<file path="config.mk">
export PLATFORM = sky130hd
export DESIGN_NAME = ifmap_row_feeder_flat
export DESIGN_NICKNAME = d
export VERILOG_FILES = /design/src/rtl/ifmap_row_feeder_pkg.sv /design/src/rtl/ifmap_row_feeder_if.sv /design/src/rtl/ifmap_row_feeder_skid_buffer.sv /design/src/rtl/ifmap_row_feeder.sv /design/src/flat_wrapper.sv
export SDC_FILE = /design/constraint.sdc
export NUM_CORES = 1
export LEC_CHECK = 0
export CAP_MARGIN = 20
export CORE_MARGIN = 2
export CORE_UTILIZATION = 35
export DETAILED_ROUTE_END_ITERATION = 10
export GPL_ROUTABILITY_DRIVEN = 0
export PLACE_DENSITY = 0.67
export REMOVE_ABC_BUFFERS = 1
export SETUP_SLACK_MARGIN = 0.1
export SLEW_MARGIN = 20
export SYNTH_ARGS = -nofsm -noshare
export SYNTH_HDL_FRONTEND = slang
export SYNTH_SLANG_ARGS = --single-unit
</file>
<file path="constraint.sdc">
create_clock -name clk -period 5.6 [get_ports clk]
set_input_delay 0.56 -clock clk [delete_from_list [all_inputs] [get_ports clk]]
set_output_delay 0.56 -clock clk [all_outputs]
set_load 0.005 [all_outputs]
</file>
<file path="src/rtl/ifmap_row_feeder_pkg.sv">
// Shared types and constants for the IFMap row feeder: FSM state encoding,
// tag-bit positions of the tagged word and the skid-buffer depth.
package ifmap_feed_pkg;

    typedef enum logic [1:0] {
        IDLE   = 2'd0,
        FETCH  = 2'd1,
        DRAIN  = 2'd2,
        FINISH = 2'd3
    } feed_state_e;

    localparam int FEED_DATA_WIDTH  = 16;
    localparam int FEED_IFMAP_WIDTH = FEED_DATA_WIDTH + 2;
    localparam int TAG_FIRST_BIT    = FEED_IFMAP_WIDTH - 1;
    localparam int TAG_LAST_BIT     = FEED_IFMAP_WIDTH - 2;
    localparam int SKID_DEPTH       = 2;

    // Assemble a tagged word: first/last-of-row flags above the raw activation.
    function automatic logic [FEED_IFMAP_WIDTH-1:0] tag_word(
        input logic                       first,
        input logic                       last,
        input logic [FEED_DATA_WIDTH-1:0] data
    );
        logic [FEED_IFMAP_WIDTH-1:0] word;
        word                           = '0;
        word[TAG_FIRST_BIT]            = first;
        word[TAG_LAST_BIT]             = last;
        word[FEED_DATA_WIDTH-1:0]      = data;
        return word;
    endfunction

endpackage

</file>
<file path="src/rtl/ifmap_row_feeder_if.sv">
// Memory-read and FIFO-write bus of the IFMap row feeder; master is the feeder,
// slave is the memory/FIFO side.
interface ifmap_feed_if #(
    parameter int DATA_WIDTH  = 16,
    parameter int IFMAP_WIDTH = 18,
    parameter int ADDR_WIDTH  = 10
);
    logic                   mem_ren;
    logic [ADDR_WIDTH-1:0]  mem_addr;
    logic [DATA_WIDTH-1:0]  mem_rdata;
    logic                   fifo_full;
    logic                   fifo_wen;
    logic [IFMAP_WIDTH-1:0] fifo_din;

    modport master (
        output mem_ren, mem_addr, fifo_wen, fifo_din,
        input  mem_rdata, fifo_full
    );

    modport slave (
        input  mem_ren, mem_addr, fifo_wen, fifo_din,
        output mem_rdata, fifo_full
    );
endinterface

</file>
<file path="src/rtl/ifmap_row_feeder_skid_buffer.sv">
// Two-entry skid FIFO between the memory read pipeline and the IFMap FIFO;
// push and pop may happen in the same cycle.
module ifmap_skid_buffer
    import ifmap_feed_pkg::*;
#(
    parameter int WIDTH = FEED_IFMAP_WIDTH
) (
    input  logic             clk,
    input  logic             rst,
    input  logic             push,
    input  logic [WIDTH-1:0] push_data,
    input  logic             pop,
    output logic [1:0]       count,
    output logic [WIDTH-1:0] head
);

    logic [WIDTH-1:0] slot_r [SKID_DEPTH];
    logic             rd_ptr_r;
    logic             wr_ptr_r;
    logic [1:0]       count_r;

    // Storage, pointers and occupancy; overflow is prevented by the issuer.
    always_ff @(posedge clk) begin
        if (!rst) begin
            for (int i = 0; i < SKID_DEPTH; i++) begin
                slot_r[i] <= '0;
            end
            rd_ptr_r <= 1'b0;
            wr_ptr_r <= 1'b0;
            count_r  <= 2'd0;
        end else begin
            if (push) begin
                slot_r[wr_ptr_r] <= push_data;
                wr_ptr_r         <= ~wr_ptr_r;
            end
            if (pop) begin
                rd_ptr_r <= ~rd_ptr_r;
            end
            case ({push, pop})
                2'b10:   count_r <= count_r + 2'd1;
                2'b01:   count_r <= count_r - 2'd1;
                default: count_r <= count_r;
            endcase
        end
    end

    assign count = count_r;
    assign head  = slot_r[rd_ptr_r];

endmodule

</file>
<file path="src/rtl/ifmap_row_feeder.sv">
// Streams an input feature map row by row from synchronous-read memory into the
// IFMap FIFO, tagging first/last words of each row, with a 2-entry skid buffer.
module ifmap_row_feeder
    import ifmap_feed_pkg::*;
#(
    parameter int DATA_WIDTH  = FEED_DATA_WIDTH,
    parameter int IFMAP_WIDTH = FEED_IFMAP_WIDTH,
    parameter int ADDR_WIDTH  = 10,
    parameter int LEN_WIDTH   = 8,
    parameter int ROWS_WIDTH  = 8
) (
    input  logic                  clk,
    input  logic                  rst,
    input  logic                  start,
    input  logic [ADDR_WIDTH-1:0] base_addr,
    input  logic [LEN_WIDTH-1:0]  row_len,
    input  logic [ROWS_WIDTH-1:0] num_rows,
    ifmap_feed_if.master          bus,
    output logic                  busy,
    output logic                  done
);

    feed_state_e           state_r;
    logic [ADDR_WIDTH-1:0] addr_r;
    logic [LEN_WIDTH-1:0]  len_r;
    logic [LEN_WIDTH-1:0]  col_r;
    logic [ROWS_WIDTH-1:0] rows_r;
    logic [ROWS_WIDTH-1:0] row_r;
    logic                  inflight_r;
    logic                  tag_first_r;
    logic                  tag_last_r;
    logic                  busy_r;
    logic                  done_r;

    logic [1:0]             skid_count_s;
    logic [IFMAP_WIDTH-1:0] skid_head_s;
    logic [2:0]             occ_s;
    logic                   wen_s;
    logic                   issue_s;
    logic                   last_col_s;
    logic                   last_row_s;
    logic                   drain_done_s;

    ifmap_skid_buffer #(.WIDTH(IFMAP_WIDTH)) u_skid (
        .clk       (clk),
        .rst       (rst),
        .push      (inflight_r),
        .push_data (tag_word(tag_first_r, tag_last_r, bus.mem_rdata)),
        .pop       (wen_s),
        .count     (skid_count_s),
        .head      (skid_head_s)
    );

    // Issue decision: a read may go out only if its word is guaranteed a skid slot.
    always_comb begin
        wen_s        = (skid_count_s != 2'd0) && !bus.fifo_full;
        occ_s        = {1'b0, skid_count_s} + {2'b00, inflight_r};
        last_col_s   = (col_r == len_r - LEN_WIDTH'(1));
        last_row_s   = (row_r == rows_r - ROWS_WIDTH'(1));
        drain_done_s = !inflight_r &&
                       ((skid_count_s == 2'd0) || ((skid_count_s == 2'd1) && wen_s));
        if (state_r == FETCH) begin
            issue_s = (occ_s < (3'(SKID_DEPTH) + {2'b00, wen_s}));
        end else begin
            issue_s = 1'b0;
        end
    end

    // Control FSM with address/row/column counters and the in-flight tag pipeline.
    always_ff @(posedge clk) begin
        if (!rst) begin
            state_r     <= IDLE;
            addr_r      <= '0;
            len_r       <= '0;
            col_r       <= '0;
            rows_r      <= '0;
            row_r       <= '0;
            inflight_r  <= 1'b0;
            tag_first_r <= 1'b0;
            tag_last_r  <= 1'b0;
            busy_r      <= 1'b0;
            done_r      <= 1'b0;
        end else begin
            done_r     <= 1'b0;
            inflight_r <= issue_s;
            if (issue_s) begin
                tag_first_r <= (col_r == '0);
                tag_last_r  <= last_col_s;
            end
            case (state_r)
                IDLE: begin
                    if (start) begin
                        addr_r <= base_addr;
                        len_r  <= row_len;
                        rows_r <= num_rows;
                        col_r  <= '0;
                        row_r  <= '0;
                        if ((row_len == '0) || (num_rows == '0)) begin
                            state_r <= FINISH;
                            done_r  <= 1'b1;
                        end else begin
                            state_r <= FETCH;
                            busy_r  <= 1'b1;
                        end
                    end
                end
                FETCH: begin
                    if (issue_s) begin
                        addr_r <= addr_r + ADDR_WIDTH'(1);
                        if (last_col_s) begin
                            col_r <= '0;
                            row_r <= row_r + ROWS_WIDTH'(1);
                            if (last_row_s) begin
                                state_r <= DRAIN;
                            end
                        end else begin
                            col_r <= col_r + LEN_WIDTH'(1);
                        end
                    end
                end
                DRAIN: begin
                    // Finish as the last word leaves, so done follows the final write.
                    if (drain_done_s) begin
                        state_r <= FINISH;
                        busy_r  <= 1'b0;
                        done_r  <= 1'b1;
                    end
                end
                FINISH: begin
                    state_r <= IDLE;
                end
                default: begin
                    state_r <= IDLE;
                    busy_r  <= 1'b0;
                end
            endcase
        end
    end

    assign bus.mem_ren  = issue_s;
    assign bus.mem_addr = addr_r;
    assign bus.fifo_wen = wen_s;
    assign bus.fifo_din = skid_head_s;
    assign busy         = busy_r;
    assign done         = done_r;

endmodule

</file>
<file path="src/flat_wrapper.sv">
// flat-port wrapper written by rule: the top's interface ports become plain ports
module ifmap_row_feeder_flat import ifmap_feed_pkg::*;
#(
    parameter int DATA_WIDTH  = FEED_DATA_WIDTH,
    parameter int IFMAP_WIDTH = FEED_IFMAP_WIDTH,
    parameter int ADDR_WIDTH  = 10,
    parameter int LEN_WIDTH   = 8,
    parameter int ROWS_WIDTH  = 8
)
  (clk, rst, start, base_addr, row_len, num_rows, busy, done, bus_mem_ren, bus_mem_addr, bus_fifo_wen, bus_fifo_din, bus_mem_rdata, bus_fifo_full);
  ifmap_feed_if #(.DATA_WIDTH(DATA_WIDTH), .IFMAP_WIDTH(IFMAP_WIDTH), .ADDR_WIDTH(ADDR_WIDTH)) bus_i ();
  input  logic clk;
  input  logic rst;
  input  logic start;
  input  logic [ADDR_WIDTH-1:0] base_addr;
  input  logic [LEN_WIDTH-1:0] row_len;
  input  logic [ROWS_WIDTH-1:0] num_rows;
  output logic busy;
  output logic done;
  output wire logic [$bits(bus_i.mem_ren)-1:0] bus_mem_ren;
  output wire logic [$bits(bus_i.mem_addr)-1:0] bus_mem_addr;
  output wire logic [$bits(bus_i.fifo_wen)-1:0] bus_fifo_wen;
  output wire logic [$bits(bus_i.fifo_din)-1:0] bus_fifo_din;
  input wire logic [$bits(bus_i.mem_rdata)-1:0] bus_mem_rdata;
  input wire logic [$bits(bus_i.fifo_full)-1:0] bus_fifo_full;
  assign bus_mem_ren = bus_i.mem_ren;
  assign bus_mem_addr = bus_i.mem_addr;
  assign bus_fifo_wen = bus_i.fifo_wen;
  assign bus_fifo_din = bus_i.fifo_din;
  assign bus_i.mem_rdata = bus_mem_rdata;
  assign bus_i.fifo_full = bus_fifo_full;
  ifmap_row_feeder #(.DATA_WIDTH(DATA_WIDTH), .IFMAP_WIDTH(IFMAP_WIDTH), .ADDR_WIDTH(ADDR_WIDTH), .LEN_WIDTH(LEN_WIDTH), .ROWS_WIDTH(ROWS_WIDTH)) u_core (.clk(clk), .rst(rst), .start(start), .base_addr(base_addr), .row_len(row_len), .num_rows(num_rows), .bus(bus_i), .busy(busy), .done(done));
endmodule
</file>
[After elaboration in Yosys (flattened, before gate mapping)]
Memory sizes are Yosys's and may differ from the RTL's. A register that Yosys moved wholly into a read port is not among the register bits.
Index checks and enable logic that the tools add are counted.
Storage, ports and cells
  RAM bits: 36
  bits in registers: 53
  logic and storage cells: 99
  memories: 1
Cells by class
  add/subtract/negate cells: 9
  multiplexer cells: 36
  eq/ne operators: 14
  $lt $le $gt $ge: 1
  reductions and logical operators: 22
  bitwise operators: 2
Memories
  u_core.u_skid.slot_r: words 2, bits a word 18, read ports 1, clocked after memory_dff 1, wr ports 2, line ifmap_row_feeder_skid_buffer.sv:17  | logic [WIDTH-1:0] slot_r [SKID_DEPTH];
Operators by type and width (count)
  $mux W8: 5
  $pmux W8 S2: 2
  $logic_not A8 Y1: 3
  $mux W10: 2
  $pmux W10 S2: 1
  $mux W18: 1
  $reduce_or A18 Y1: 1
  $add A8 B1 Y8 const B: 2
  $eq A8 B8 Y1: 2
  $sub A8 B1 Y8 const B: 2
  $mux W1: 15
  $mux W2: 6
  $add A10 B1 Y10 const B: 1
  $pmux W2 S4: 1
  $reduce_and A4 Y1: 2
  $reduce_bool A2 Y1: 4
  $eq A2 B1 Y1 const B: 3
  $eq A2 B2 Y1 const B: 3
  $ne A2 B1 Y1 const B: 3
  $ne A2 B2 Y1 const B: 3
  $reduce_and A5 Y1: 1
  $logic_not A2 Y1: 2
  $pmux W1 S2: 2
  $pmux W2 S2: 1
  11 further kinds: 16

[Depth between registers and ports, before layout]
  depth after elaboration: 7
  depth in mapped cells: 10
  depth with buffers taken out: 9

[Hierarchy]
Synthesis repeated with hierarchy kept, for this count alone.
Unflattened totals
  cell total of the unflattened synthesis: 510
  area, all modules: 4663.2 sq um
Modules (own cells, without submodules)
  ifmap_row_feeder: area each 2931.6 sq um, cells an instance 373, instances 1, seq. area each 980.9 sq um
  ifmap_skid_buffer: area each 1731.7 sq um, cells an instance 137, instances 1, seq. area each 1181.1 sq um

[Worst setup path after synthesis]
OpenSTA, ideal clock, no wires.
  path kind: reg-to-reg
  start: reg u_core.u_skid.count_r[0] (netlist: u_core.u_skid.count[0])
  end: reg u_core.row_r[6]
  setup time: 0.073 ns
  data arrival time: 2.479 ns
  clock period less this slack: 2.552 ns
  cell stages (with the launch flop): 10
  slack: 3.048 ns
  buffers on the path: 0
  cell sequence: dfxtp_1 inv_1 ha_1 o31a_1 nor3b_4 o21bai_4 nor4_2 a21oi_1 or4_1 a21oi_1
Between the ends
  longest elaborated chain between the ends: 7
  elaborated cells on any way between the ends: 8
  those cells by class: 2 x add/sub; 1 x order compare; 1 x eq/ne; 1 x mux; 3 x reduce/logical
RTL lines
  start, declared: line ifmap_row_feeder_skid_buffer.sv:20  | logic [1:0] count_r;
  start signal, assigned: line ifmap_row_feeder_skid_buffer.sv:40  | 2'b10: count_r <= count_r + 2'd1;
  start signal, assigned: line ifmap_row_feeder_skid_buffer.sv:41  | 2'b01: count_r <= count_r - 2'd1;
  start signal, assigned: line ifmap_row_feeder_skid_buffer.sv:42  | default: count_r <= count_r;
  $reduce_bool A2 Y1: line ifmap_row_feeder.sv:56  | wen_s = (skid_count_s != 2'd0) && !bus.fifo_full;
  $logic_and A1 B1 Y1: line ifmap_row_feeder.sv:56
  $add A2 B1 Y3: line ifmap_row_feeder.sv:63  | issue_s = (occ_s < (3'(SKID_DEPTH) + {2'b00, wen_s}));
  $lt A3 B3 Y1 (*): line ifmap_row_feeder.sv:63
  $mux W1 (*): line ifmap_row_feeder.sv:62  | if (state_r == FETCH) begin
  via bus_mem_ren: line flat_wrapper.sv:20  | output wire logic [$bits(bus_i.mem_ren)-1:0] bus_mem_ren;
  $ne A2 B2 Y1 (no line) (*)
  $reduce_and A4 Y1 (no line) (*)
  end signal, assigned: line ifmap_row_feeder.sv:112  | row_r <= row_r + ROWS_WIDTH'(1);
  end, declared: line ifmap_row_feeder.sv:28  | logic [ROWS_WIDTH-1:0] row_r;
The timed path passes the listed nets; every way through them passes the cells marked *.
A chain may end at the register's enable or synchronous reset.

[Worst setup path after layout]
  start: reg u_core.state_r[1]
  end: reg u_core.row_r[6]
Between the ends
  longest elaborated chain between the ends: 4
  elaborated cells on any way between the ends: 9
  those cells by class: 4 x eq/ne; 2 x mux; 3 x reduce/logical
RTL lines
  start, declared: line ifmap_row_feeder.sv:23  | feed_state_e state_r;
  start signal, assigned: line ifmap_row_feeder.sv:72  | state_r <= IDLE;
  start signal, assigned: line ifmap_row_feeder.sv:99  | state_r <= FINISH;
  start signal, assigned: line ifmap_row_feeder.sv:102  | state_r <= FETCH;
  $eq A2 B1 Y1: line ifmap_row_feeder.sv:62, ifmap_row_feeder.sv:90
  $mux W1: line ifmap_row_feeder.sv:62
  $ne A2 B2 Y1 (no line)
  $reduce_and A4 Y1 (no line)
Several ways; a longest one is shown, not always the timed one.

==> reports/results.tsv <==
stage	metric	value	unit
outcome	status	completed	
power	Max VDD drop	0.190	mV
synthesis	share of the yosys chip area belonging to registers	46.7	%
worst_setup_path	worst stage delay on the critical path	0.58	ns
synthesis	Synth Flop Type	dfxtp_1	
clock_tree	# hold bufs at CTS	0	
clock_tree	CTS tree	built	
worst_setup_path	Crit Reg-Reg Endpoint	u_core.row_r[6]	
route	via count of the routed design	3720	
grt	initial antenna violation count	0	
grt	total grt overflow	0	
clock_tree	CTS buffer count	9	
worst_setup_path	CP dominant cell by count	a21oi_1	
run	Max Cap Viol	0	
power	Pleak	2.16	nW
timing	relative slew slack	39.2	%
grt	first-pass GRT wire length	17800	µm
placement	Post-DP HPWL	7500	µm
worst_setup_path	R2R setup slack	2.54	ns
route	first drt pass iteration count	5	
clock_tree	post-CTS setup buffers	0	
worst_setup_path	critical path class	reg2reg	
clock_tree	clk root buf	clkbuf_16	
route	Avg Vias per Cell	5.05	
route	DRC errors left	0	
cells_and_area	Area Overhead vs Synth	26.0	%
cells_and_area	commonest non-fill, non-tap cell in the layout	clkdlybuf4s50_1	
timing	Slew Viols, Final	0	
floorplan	Starting Density	35.4	%
floorplan	die width	119	µm
synthesis	Syn Std Cell Area	0.00463	mm²
clock_tree	clk_lat worst skew	0.35	ns
worst_setup_path	crit-path max FO	32	
clock_tree	Resized cells post-CTS	0	
timing	Setup violations, final	0	
floorplan	Core Area	0.0131	mm²
clock_tree	H-tree depth	3	
synthesis	synth warn	0	
timing	Worst Tran Pin Value	0.912	ns
floorplan	die height	119	µm
timing	Final Skew	0.00838	ns
worst_setup_path	worst reg2reg path depth	8	
clock_tree	TritonCTS Sinks	90	
cells_and_area	Ant. Diodes	0	
timing	fraction of the cycle the final worst path needs	54.6	%
min_path	WHS Path Cells	2	
worst_setup_path	CP Capture Type	register	
synthesis	number of synthesized flops with an enable pin	36	
synthesis	ys async rst share	0	%
grt	number of global-route vias before repair	3665	
worst_setup_path	CP arrival	3.33	ns
route	First DRT Iteration DRCs	214	
route	Final ANT Viol Nets	0	
power	PwrDens	411	mW/mm²
worst_setup_path	Required @ worst endpoint	5.87	ns
timing	Fin Setup TNS	0	ns
placement	Port Buf Inserts	77	
synthesis	mean post-synth cell area	9.46	µm²
timing	f_max	327	MHz
worst_setup_path	crit path max-delay cell type	or4_1	
route	WL per Instance	14.4	µm
synthesis	Seq cells post-synth	90	
worst_setup_path	worst reg2reg path startpoint	u_core.state_r[1]	
synthesis	Unique masters post-synth	57	
floorplan	die area	0.0142	mm²
worst_setup_path	Worst setup SP type	register	
cells_and_area	Core Util, Final	44.6	%
grt	largest net degree at the start of global routing	38	
min_path	Hold WC Path Type	reg2reg	
clock_tree	clk buf depth	2	
route	WL final	10600	µm
worst_setup_path	crit-path cells	inv_1 -> ha_2 -> nor3b_4 -> o21bai_4 -> nor4_2 -> a21oi_1 -> or4_1 -> a21oi_1	
grt	Tot GR Track Use	15.6	%
timing	RSZ-0062 raised after global routing	false	
synthesis	Gate Count Post-Synth	489	
min_path	worst hold start	u_core.rows_r[7]	
cells_and_area	share of layout cells above drive strength 1	8.56	%
timing	crit path time final	3.06	ns
timing	Final Hold Viols	0	
floorplan	top-level port count	78	
clock_tree	Reg clk slew, reported paths	0.07	ns
min_path	hold endpoint	u_core.rows_r[7]	
cells_and_area	commonest cells after routing, fill and taps aside	clkdlybuf4s50_1 (77), nand2_1 (62), dfxtp_1 (54), a21oi_1 (41), and2_1 (37)	
cells_and_area	final net count	616	
floorplan	# rows	42	
==> kinds of logic (layout without fill, tap and decap cells) <==
| family | Yosys count | after routing | share of synthesized area (%) |
|---|---|---|---|
| AO/OA/AOI/OAI | 93 | 93 | 13.0 |
| XOR/XNOR | 30 | 30 | 5.68 |
| adder cells (fa/ha/maj) | 14 | 14 | 3.78 |
| buffers and inverters | 42 | 114 | 3.43 |
| flip-flops | 90 | 90 | 46.7 |
| multiplexers | 23 | 23 | 5.46 |
| AND/OR/NAND/NOR | 197 | 197 | 21.9 |
==> layer usage <==
metal | track usage [%] | part of all wire, % | vias to the layer above
met5 | 0 | 0 | -
met4 | 6.70 | 1.8 | 0
met3 | 3.35 | 4.4 | 14
met2 | 25.2 | 47 | 106
met1 | 20.2 | 47 | 1735
li1 | - | - | 1865
==> layout make-up <==
class,instances,area [µm²]
Fill cell,1203,7250
Multi-Input combinational cell,357,2310
Sequential cell,90,2160
Timing Repair Buffer,79,786
Clock buffer,10,229
Tap cell,176,220
Inverter,19,71.3
Clock inverter,6,52.6
==> sequential cells by signal, summed over array words and instances, names as in the netlist, named ones only <==
register,cells
u_core.u_skid.slot_r,36
u_core.bus.mem_addr,10
u_core.col_r,8
u_core.len_r,8
u_core.row_r,8
u_core.rows_r,8
u_core.state_r,2
u_core.u_skid.count,2
u_core.busy,1
u_core.done,1
u_core.inflight_r,1
u_core.tag_first_r,1
u_core.tag_last_r,1
u_core.u_skid.rd_ptr_r,1
u_core.u_skid.wr_ptr_r,1
==> stage by stage <==
step                      area [µm²]  hold slack, ns  total power, W  setup WS, ns  cells
after floorplan                 4540           0.446         0.00148          2.72    466
after global placement          5550           0.462         0.00182          2.36    721
after detailed placement        5550           0.462         0.00184          2.22    721
after CTS                       5830           0.471         0.00242          2.19    737
after global routing            5830           0.510         0.00256          2.20    737
final                           5830           0.469         0.00240          2.54    737
==> worst max-delay path, delay by kind of cell (launching register included) <==
| kind | cells | cell delay (ns) |
|---|---|---|
| adders and majority gates | 1 | 0.57 |
| and+or+nand+nor | 3 | 1.34 |
| AOI/OAI and AO/OA | 3 | 0.65 |
| buffers and inverters | 1 | 0.10 |
| DFF | 1 | 0.32 |
==> worst max path at each step <==
stage,from,end,cells past startpoint
global placement,u_core.state_r[1],u_core.row_r[6],8
finish,u_core.state_r[1],u_core.row_r[6],8
CTS,u_core.state_r[1],u_core.row_r[6],8
global route,u_core.state_r[1],u_core.col_r[4],8
detailed placement,u_core.state_r[1],u_core.row_r[7],8
floorplan,u_core.state_r[1],u_core.row_r[6],8
==> where the power goes <==
group	internal [W]	total (W)	switching (W)	leakage (nW)
clock network	0.000306	0.000570	0.000264	0.131
registers	0.000798	0.000915	0.000117	0.815
logic	0.000457	0.000913	0.000457	1.22
total	0.00156	0.00240	0.000837	2.16
==> cell usage after synthesis, types with 2 or more instances <==
master | instances | area [µm²]
mux2i_1 | 5 | 50.1
xnor2_1 | 12 | 105
a211oi_1 | 7 | 52.6
mux2_2 | 18 | 203
o22ai_1 | 3 | 18.8
o31ai_1 | 3 | 22.5
dfxtp_1 | 54 | 1080
nor2b_1 | 6 | 37.5
o21ba_2 | 2 | 20.0
edfxtp_1 | 36 | 1080
buf_1 | 4 | 15.0
nor2_1 | 36 | 135
or3_1 | 3 | 18.8
nor4_1 | 6 | 37.5
and3_1 | 5 | 31.3
xor2_1 | 18 | 158
ha_1 | 14 | 175
a211o_1 | 2 | 17.5
o21ai_0 | 14 | 70.1
nor3_1 | 7 | 35.0
o21ai_1 | 2 | 10.0
o221a_2 | 2 | 22.5
nand4_1 | 8 | 50.1
inv_1 | 18 | 67.6
nand2_1 | 62 | 233
a41oi_1 | 2 | 17.5
or4_1 | 5 | 37.5
nand2b_1 | 3 | 18.8
and2_1 | 37 | 231
clkbuf_1 | 18 | 67.6
nand3_1 | 9 | 45.0
o32ai_1 | 2 | 17.5
o211a_1 | 2 | 20.0
a21oi_1 | 41 | 205
No activity file was read; power rests on OpenSTA's default activity.
